$ cat src/rtl/cw_encode_arbiter_pkg.sv
// Shared constants and the 4-to-7 bit linear codeword encoder.
// The encoder output is the XOR of one generator row for each set data bit.
package cw_encode_arbiter_pkg;

    localparam int unsigned CW_W   = 7;
    localparam int unsigned DATA_W = 4;

    localparam logic [CW_W-1:0] GEN_D3 = 7'b1001011;
    localparam logic [CW_W-1:0] GEN_D2 = 7'b0101010;
    localparam logic [CW_W-1:0] GEN_D1 = 7'b0011001;
    localparam logic [CW_W-1:0] GEN_D0 = 7'b0000111;

    function automatic logic [CW_W-1:0] enc(input logic [DATA_W-1:0] d);
        logic [CW_W-1:0] cw;
        cw = '0;
        if (d[3]) cw = cw ^ GEN_D3;
        if (d[2]) cw = cw ^ GEN_D2;
        if (d[1]) cw = cw ^ GEN_D1;
        if (d[0]) cw = cw ^ GEN_D0;
        return cw;
    endfunction

endpackage

$ cat src/rtl/cw_encode_arbiter_rr_pick.sv
// Combinational round-robin picker: first set request scanning circularly from ptr.
// The index wraps through its natural width, so NREQ must be a power of two.
module rr_pick #(
    parameter int unsigned NREQ  = 4,
    parameter int unsigned SRC_W = 2
) (
    input  logic [NREQ-1:0]  req,
    input  logic [SRC_W-1:0] ptr,
    output logic             any,
    output logic [SRC_W-1:0] gnt
);

    logic [SRC_W-1:0] idx;

    always_comb begin
        any = 1'b0;
        gnt = '0;
        idx = '0;
        for (int k = 0; k < NREQ; k++) begin
            idx = ptr + k[SRC_W-1:0];
            if (!any && req[idx]) begin
                any = 1'b1;
                gnt = idx;
            end
        end
    end

endmodule

$ cat src/rtl/cw_encode_arbiter.sv
// Round-robin shared codeword encoder with a registered valid/ready output port.
// One nibble is accepted per cycle whenever the output register is empty or draining.
module cw_encode_arbiter
    import cw_encode_arbiter_pkg::*;
#(
    parameter int unsigned NREQ  = 4,
    parameter int unsigned SRC_W = 2,
    parameter int unsigned CNT_W = 8
) (
    input  logic                     clk,
    input  logic                     rst,
    input  logic [NREQ-1:0]          req_valid,
    input  logic [DATA_W*NREQ-1:0]   req_data,
    output logic [NREQ-1:0]          req_ready,
    output logic                     out_valid,
    input  logic                     out_ready,
    output logic [CW_W-1:0]          out_code,
    output logic [SRC_W-1:0]         out_src,
    output logic [CNT_W-1:0]         grant_cnt
);

    logic [SRC_W-1:0]  ptr;
    logic [SRC_W-1:0]  gnt;
    logic              any;
    logic              load_en;
    logic              accept;
    logic [DATA_W-1:0] sel_data;

    rr_pick #(
        .NREQ  (NREQ),
        .SRC_W (SRC_W)
    ) u_rr_pick (
        .req (req_valid),
        .ptr (ptr),
        .any (any),
        .gnt (gnt)
    );

    assign load_en = !out_valid || out_ready;
    // Reset forces every ready low so nothing is accepted while rst is high.
    assign accept  = any && load_en && !rst;

    always_comb begin
        sel_data  = '0;
        req_ready = '0;
        for (int i = 0; i < NREQ; i++) begin
            if (gnt == i[SRC_W-1:0]) begin
                sel_data     = req_data[i*DATA_W +: DATA_W];
                req_ready[i] = accept;
            end
        end
    end

    always_ff @(posedge clk or posedge rst) begin
        if (rst) begin
            out_valid <= 1'b0;
            out_code  <= '0;
            out_src   <= '0;
            grant_cnt <= '0;
            ptr       <= '0;
        end else if (accept) begin
            out_valid <= 1'b1;
            out_code  <= enc(sel_data);
            out_src   <= gnt;
            ptr       <= gnt + 1'b1;
            grant_cnt <= grant_cnt + 1'b1;
        end else if (out_ready) begin
            out_valid <= 1'b0;
        end
    end

endmodule
$ cat config.mk
export PLATFORM = sky130hd
export DESIGN_NAME = cw_encode_arbiter
export DESIGN_NICKNAME = d
export VERILOG_FILES = /design/src/rtl/cw_encode_arbiter_pkg.sv /design/src/rtl/cw_encode_arbiter_rr_pick.sv /design/src/rtl/cw_encode_arbiter.sv
export SDC_FILE = /design/constraint.sdc
export NUM_CORES = 1
export LEC_CHECK = 0
export BUFFER_PORTS_ARGS = -buffer_cell sky130_fd_sc_hd__clkbuf_2
export CORE_MARGIN = 5
export CORE_UTILIZATION = 40
export CTS_BUF_LIST = sky130_fd_sc_hd__clkbuf_2 sky130_fd_sc_hd__clkbuf_4 sky130_fd_sc_hd__clkbuf_8
export DETAILED_ROUTE_END_ITERATION = 12
export PLACE_DENSITY = 0.77
export SETUP_SLACK_MARGIN = 0.5
export SLEW_MARGIN = 0
export SYNTH_ARGS = -nofsm -noshare
export SYNTH_HDL_FRONTEND = slang
export SYNTH_SLANG_ARGS = --single-unit
$ cat constraint.sdc
create_clock -name clk -period 3.8 [get_ports clk]
set_clock_uncertainty 0.1 [all_clocks]
set_input_delay 0.57 -clock clk [delete_from_list [all_inputs] [get_ports clk]]
set_output_delay 0.57 -clock clk [all_outputs]
set_load 0.02 [all_outputs]
# --- Word-level counts from Yosys, hierarchy flattened ---
# Cells that the tools add are included.
word_totals:
  out_inout_bits: 22
  mem_bits_ro: 0
  ff_bits: 20
  ram_bits: 0
  latch_bits: 0
  input_bits: 23
  memories: 0
op_classes:
  reduce_logical: 13
  n_lt_le_gt_ge: 4
  div_mod_pow: 0
  bitwise: 3
  n_eq_ne: 3
  n_mul: 0
  n_addsub: 5
  mux: 33
  n_shift: 0
op_table:
  columns: ["op", "n"]
  rows:
  - ["7-bit two-way mux", 4]
  - ["4-bit two-way mux", 4]
  - ["1-bit two-way mux", 14]
  - ["2-bit by 3-bit less-than comparator with 1-bit output, second input constant", 4]
  - ["3-bit inverter", 3]
  - ["8-bit by 1-bit adder with 8-bit output, second input constant", 1]
  - ["1-bit binary-select mux with 2-bit select", 4]
  - ["2-bit two-way mux", 4]
  - ["6-bit two-way mux", 1]
  - ["1-bit logical AND", 5]
  - ["1-bit logical NOT", 5]
  - ["5-bit two-way mux", 1]
  - ["2-bit by 1-bit adder with 2-bit output, second input constant", 2]
  - ["2-bit adder, second input constant", 2]
  - ["2-bit equality test, second input constant", 2]
  - ["3-bit two-way mux", 1]
  - ["2-bit by 1-bit equality test with 1-bit output, second input constant", 1]
  - ["2-bit logical NOT", 1]
  - ["2-bit nonzero test", 1]
  - ["1-bit logical OR", 1]

# --- Depth between registers and ports, before layout ---
depth:
  depth_word: 27
  depth_mapped: 11
  mapped_depth_nobuf: 11

# --- Modules after synthesis ---
# From an unflattened synthesis, not the netlist that was laid out.
hier_totals:
  hier_cells: 132
  area_unflattened_um2: 1211.2
modules_own_cells:
  columns: ["mod", "area_per_inst_um2", "instances", "cells_per_inst", "seq_area_each_um2"]
  rows:
  - ["cw_encode_arbiter", 1133.6, 1, 117, 500.5]
  - ["rr_pick", 77.6, 1, 15, 0.0]

# --- Worst setup path after synthesis ---
# OpenSTA, ideal clock, no wires.
synth_path:
  path_kind: "input to register"
  from: "in req_valid[2]"
  to: "reg out_code[3]"
  path_buffers: 1
  t_arrival_ns: 2.671
  cell_stages: 10
  setup_slack_ns: 0.904
  cell_sequence: "mux2_2 -> a221oi_1 -> inv_1 -> ha_1 -> buf_2 -> nor3b_2 -> a211oi_2 -> xnor2_1 -> xnor2_1 -> mux2_4"
synth_via:
  elab_chain_cells: 25
  word_cells_on_any_way: 40
  cone_classes: "eq/ne (3); mux (26); bitwise (2); reduce/logical (9)"
synth_lines:
  columns: ["item", "line", "text"]
  rows:
  - ["from (decl)", "cw_encode_arbiter.sv:12", "input logic [NREQ-1:0] req_valid,"]
  - ["1-bit binary-select mux with 2-bit select", "cw_encode_arbiter_rr_pick.sv:21", "if (!any && req[idx]) begin"]
  - ["1-bit two-way mux (implied by the code)", "cw_encode_arbiter_rr_pick.sv:21", null]
  - ["1-bit two-way mux", "cw_encode_arbiter_rr_pick.sv:21", null]
  - ["1-bit logical NOT", "cw_encode_arbiter_rr_pick.sv:21", null]
  - ["1-bit logical AND", "cw_encode_arbiter_rr_pick.sv:21", null]
  - ["1-bit two-way mux", "cw_encode_arbiter_rr_pick.sv:21", null]
  - ["1-bit logical NOT", "cw_encode_arbiter_rr_pick.sv:21", null]
  - ["1-bit logical AND", "cw_encode_arbiter_rr_pick.sv:21", null]
  - ["(+4 left out)", null, null]
  - ["named net gnt[0]", "cw_encode_arbiter.sv:23", "logic [SRC_W-1:0] gnt;"]
  - ["(+5 left out)", null, null]
  - ["7-bit two-way mux", "cw_encode_arbiter_pkg.sv:16", "if (d[3]) cw = cw ^ GEN_D3;"]
  - ["7-bit two-way mux", "cw_encode_arbiter.sv:61", "end else if (accept) begin"]
  - ["3-bit inverter (no source line)", null, null]
  - ["6-bit two-way mux", "cw_encode_arbiter_pkg.sv:17", "if (d[2]) cw = cw ^ GEN_D2;"]
  - ["7-bit two-way mux", "cw_encode_arbiter.sv:61", null]
  - ["3-bit inverter (no source line)", null, null]
  - ["5-bit two-way mux *", "cw_encode_arbiter_pkg.sv:18", "if (d[1]) cw = cw ^ GEN_D1;"]
  - ["7-bit two-way mux *", "cw_encode_arbiter.sv:61", null]
  - ["to (signal assigned)", "cw_encode_arbiter.sv:63", "out_code <= enc(sel_data);"]
  - ["to (decl)", "cw_encode_arbiter.sv:17", "output logic [CW_W-1:0] out_code,"]
# Mark *: on every way through the listed nets, which the timed path passes. The rest lies on a longest branch. The select of a mux whose other input is x is not followed.
# A chain may end at the register's enable or synchronous reset.

# --- Final worst setup path ---
layout_path:
  from: "reg ptr[1]"
  to: "out req_ready[2]"
layout_via:
  word_cells_on_any_way: 29
  cone_classes: "add/sub (3); eq/ne (1); mux (17); reduce/logical (8)"
layout_lines:
  columns: ["item", "line", "text"]
  rows:
  - ["from (decl)", "cw_encode_arbiter.sv:22", "logic [SRC_W-1:0] ptr;"]
  - ["from (signal assigned)", "cw_encode_arbiter.sv:65", "ptr <= gnt + 1'b1;"]
  - ["branches (longest 11 deep; another with 2-bit by 1-bit adder with 2-bit output)", null, null]
  - ["2-bit two-way mux *", "cw_encode_arbiter_rr_pick.sv:21", null]
  - ["named net gnt[0]", "cw_encode_arbiter.sv:23", null]
  - ["2-bit equality test *", "cw_encode_arbiter.sv:47", "if (gnt == i[SRC_W-1:0]) begin"]
  - ["1-bit two-way mux *", "cw_encode_arbiter.sv:47", null]
  - ["to (decl)", "cw_encode_arbiter.sv:14", "output logic [NREQ-1:0] req_ready,"]
# Mark *: on every way through the listed nets, which the timed path passes. The select of a mux whose other input is x is not followed.

==> flow_metrics.py <==
metrics = {
    "drt": {
        "drc": 0,
        "dr_total_vias": 941,
        "viasPerCell": 5.086,
        "drtIter0Drc": 12,
        "first_pass_iters": 4,
        "routed_wl_mm": 2.284,
        "wl_per_cell_um": 12.35,
        "final_antenna_net_count": 0,
    },
    "critical_path": {
        "critical_path_class": "register to output pin",
        "regToRegSetupSlack_ns": 0.74,
        "worstPathCellList": "mux2_2 > a221oi_1 > inv_1 > ha_1 > and2_1 > clkbuf_2",
        "worstSetupStartpointType": "register",
        "arrival_ns": 2.44,
        "cp_num_buf_inv": 2,
        "rr_worst_depth": 9,
        "crit_slowest_cell": "a221oi_1",
        "regToRegEndpoint": "out_code[3]$_DFFE_PP0P_",
        "crit_path_max_fanout": 9,
        "timing.rr.start": "ptr[1]$_DFFE_PP0P_",
        "cp.required_ns": 3.13,
        "critPathMaxStageDelay_ns": 0.54,
        "end_kind": "output pin",
        "critPathTopFamily": "compound AO/OA/AOI/OAI gates",
    },
    "sta": {
        "fin_crit_sh": 0.8174,
        "fmax_mhz": 322.0,
        "layout_min_cycle_time_ns": 3.106,
        "setup_tns_ns": 0,
        "rsz0062_at_grt": "no",
        "setup_violations": 0,
        "whs_ns": 0.2901,
        "tightest_slew_ns": 0.7183,
        "slew_violations": 0,
        "final_hold_viol_count": 0,
        "slew_headroom": 0.5206,
    },
    "global_routing": {
        "antenna_found_initial": 0,
        "overflow": 0,
        "grt_max_degree": 26,
        "grt_pass1_vias": 963,
        "grt_util_all_layers": 0.1190,
        "grt_pass1_wl_mm": 4.029,
    },
    "power": {
        "powerDensity_mw_per_mm2": 724.6,
        "power_leakage_nw": 0.6984,
        "ir_worst_vdd_mv": 0.4384,
    },
    "floorplanning": {
        "io_pins": 45,
        "rows": 19,
        "die_w_um": 63.97,
        "die-area_mm2": 0.004092,
        "die_y_um": 63.97,
        "start_util": 0.4188,
        "core_area_mm2": 0.002781,
    },
    "final_layout": {
        "diodes": 0,
        "final_cell_mix": "clkbuf_2, dfrtp_1, xnor2_1",
        "fin_area_mm2": 0.001444,
        "layout_commonest_cell": "clkbuf_2",
        "n_fill_cell": 273,
        "final_cells": 185,
        "drive_gt1_frac": 0.4351,
        "syn_to_final_growth_pct": 23.95,
        "final_core_util": 0.5191,
        "fin_nets": 183,
    },
    "logic_synthesis": {
        "ys_warn_count": 0,
        "syn_avg_cell_area_um2": 10.69,
        "synth_top_area_frac": 0.4296,
        "synth_area_leaders": "dfrtp_1, xnor2_1, mux2_2, ha_1, a21oi_1",
        "yosysSeqAreaShare": 0.4296,
        "synthCells": 109,
        "synth-seq-cells": 20,
        "yosys.area.top_type": "dfrtp_1",
        "syn_nets": 137,
        "syn_area_mm2": 0.001165,
        "synth_cell_types": 32,
    },
    "placed_design": {
        "io_buffers": 44,
        "dpl.hpwl_mm": 1.920,
        "dp_cells": 181,
        "dpl_cell_area_mm2": 0.001405,
        "gp_congestion": 0.8846,
    },
    "clock_network": {
        "htree_num_levels": 1,
        "cts_tree": "yes",
        "clk_pin_slew_worst_paths_ns": 0.11,
        "cts_buffers": 3,
        "postCtsHoldBufs": 0,
        "cts_sinks": 20,
        "clockRootBuffer": "clkbuf_4",
        "post_cts_buffers": 0,
        "ctsLongestPathBuffers": 2,
        "cts_resized": 0,
        "clk_latency_ns": 0.29,
    },
    "flow_run": {
        "max_cap_viol_count": 0,
    },
    "min_path": {
        "hold_class": "input pin to async pin",
    },
    "outcome": {
        "status": "finished clean",
    },
}
worst register-to-register path, cell delays in order (launching register included):
cell and delay (ns):
dfrtp_1 0.44, mux2_2 0.36, a221oi_1 0.54, inv_1 0.14, ha_1 0.34, nor3b_1 0.18
a211oi_1 0.28, xnor2_1 0.22, xnor2_1 0.10, mux2_4 0.26
where the power goes:
part           leakage, nW  switching [mW]  internal (mW)
registers            0.240          0.0684          0.297
logic                0.437           0.306          0.258
clock network       0.0210          0.0588         0.0583
total                0.698           0.433          0.614
registers in the layout (all words and copies together), names as in the netlist:
signal,cells
grant_cnt,8
out_code,7
out_src,2
out_valid,1
ptr,2
cell families (layout without fill, tap and decap cells):
kind of cell    Yosys count  count (layout)  synth area share
simple gates             30              30            0.1633
compound gates           22              22            0.1343
flops                    20              20            0.4296
xor+xnor                 12              12           0.09022
buf+inv                  12              57           0.04833
mux                       8               8           0.08056
fa+ha+maj                 5               5           0.05371
per-layer routing:
layer	wire, um	vias up	track usage
li1	-	468	-
met1	901	452	0.1268
met2	1237	19	0.2249
met3	128	2	0.03503
met4	16	0	0.03117
met5	0	-	0
synthesized netlist by cell type:
| cell | number |
|---|---|
| a22oi_1 | 1 |
| nand2_1 | 4 |
| buf_6 | 1 |
| a221oi_1 | 1 |
| ha_1 | 5 |
| a221oi_2 | 1 |
| buf_2 | 3 |
| o21ai_0 | 3 |
| and4_1 | 1 |
| o21ai_1 | 1 |
| dfrtp_1 | 20 |
| and3_1 | 1 |
| a21oi_1 | 9 |
| nor3b_1 | 2 |
| mux2_4 | 1 |
| o21a_1 | 1 |
| xnor2_1 | 10 |
| a211oi_2 | 3 |
| nand3_1 | 2 |
| and2_1 | 3 |
| a211oi_1 | 2 |
| nand2b_1 | 1 |
| xor2_1 | 2 |
| nor3b_2 | 2 |
| inv_1 | 8 |
| nand4_1 | 2 |
| nor2_1 | 5 |
| and2_2 | 1 |
| mux2_2 | 7 |
| nor2b_2 | 2 |
| nand3b_1 | 3 |
| nor4_1 | 1 |
stage by stage:
stage	worst slack, ns	total power [mW]
floorplan	0.9041	0.7957
global placement	0.6320	0.9292
detailed placement	0.5467	0.9422
CTS	0.5940	1.061
global route	0.4980	1.136
finish	0.6940	1.046
layout make-up:
| type | count | area (um2) | area share |
|---|---|---|---|
| Clock buffer | 4 | 36.28 | 0.02513 |
| Inverter | 8 | 30.03 | 0.02080 |
| Multi-Input combinational cell | 77 | 610.6 | 0.4229 |
| Sequential cell | 20 | 500.5 | 0.3466 |
| Tap cell | 31 | 38.79 | 0.02686 |
| Timing Repair Buffer | 45 | 227.7 | 0.1577 |
worst max path at each step:
stage	cells past startpoint	start	to	slack, ns
after floorplan	10	req_valid[2]	out_code[3]$_DFFE_PP0P_	0.90
after global placement	9	req_valid[0]	out_code[3]$_DFFE_PP0P_	0.63
after detailed placement	9	req_valid[0]	out_code[3]$_DFFE_PP0P_	0.55
after CTS	5	ptr[1]$_DFFE_PP0P_	req_ready[3]	0.59
after global routing	6	ptr[1]$_DFFE_PP0P_	req_ready[2]	0.50
final	6	ptr[1]$_DFFE_PP0P_	req_ready[2]	0.69
No activity file was read; power rests on OpenSTA's default activity.
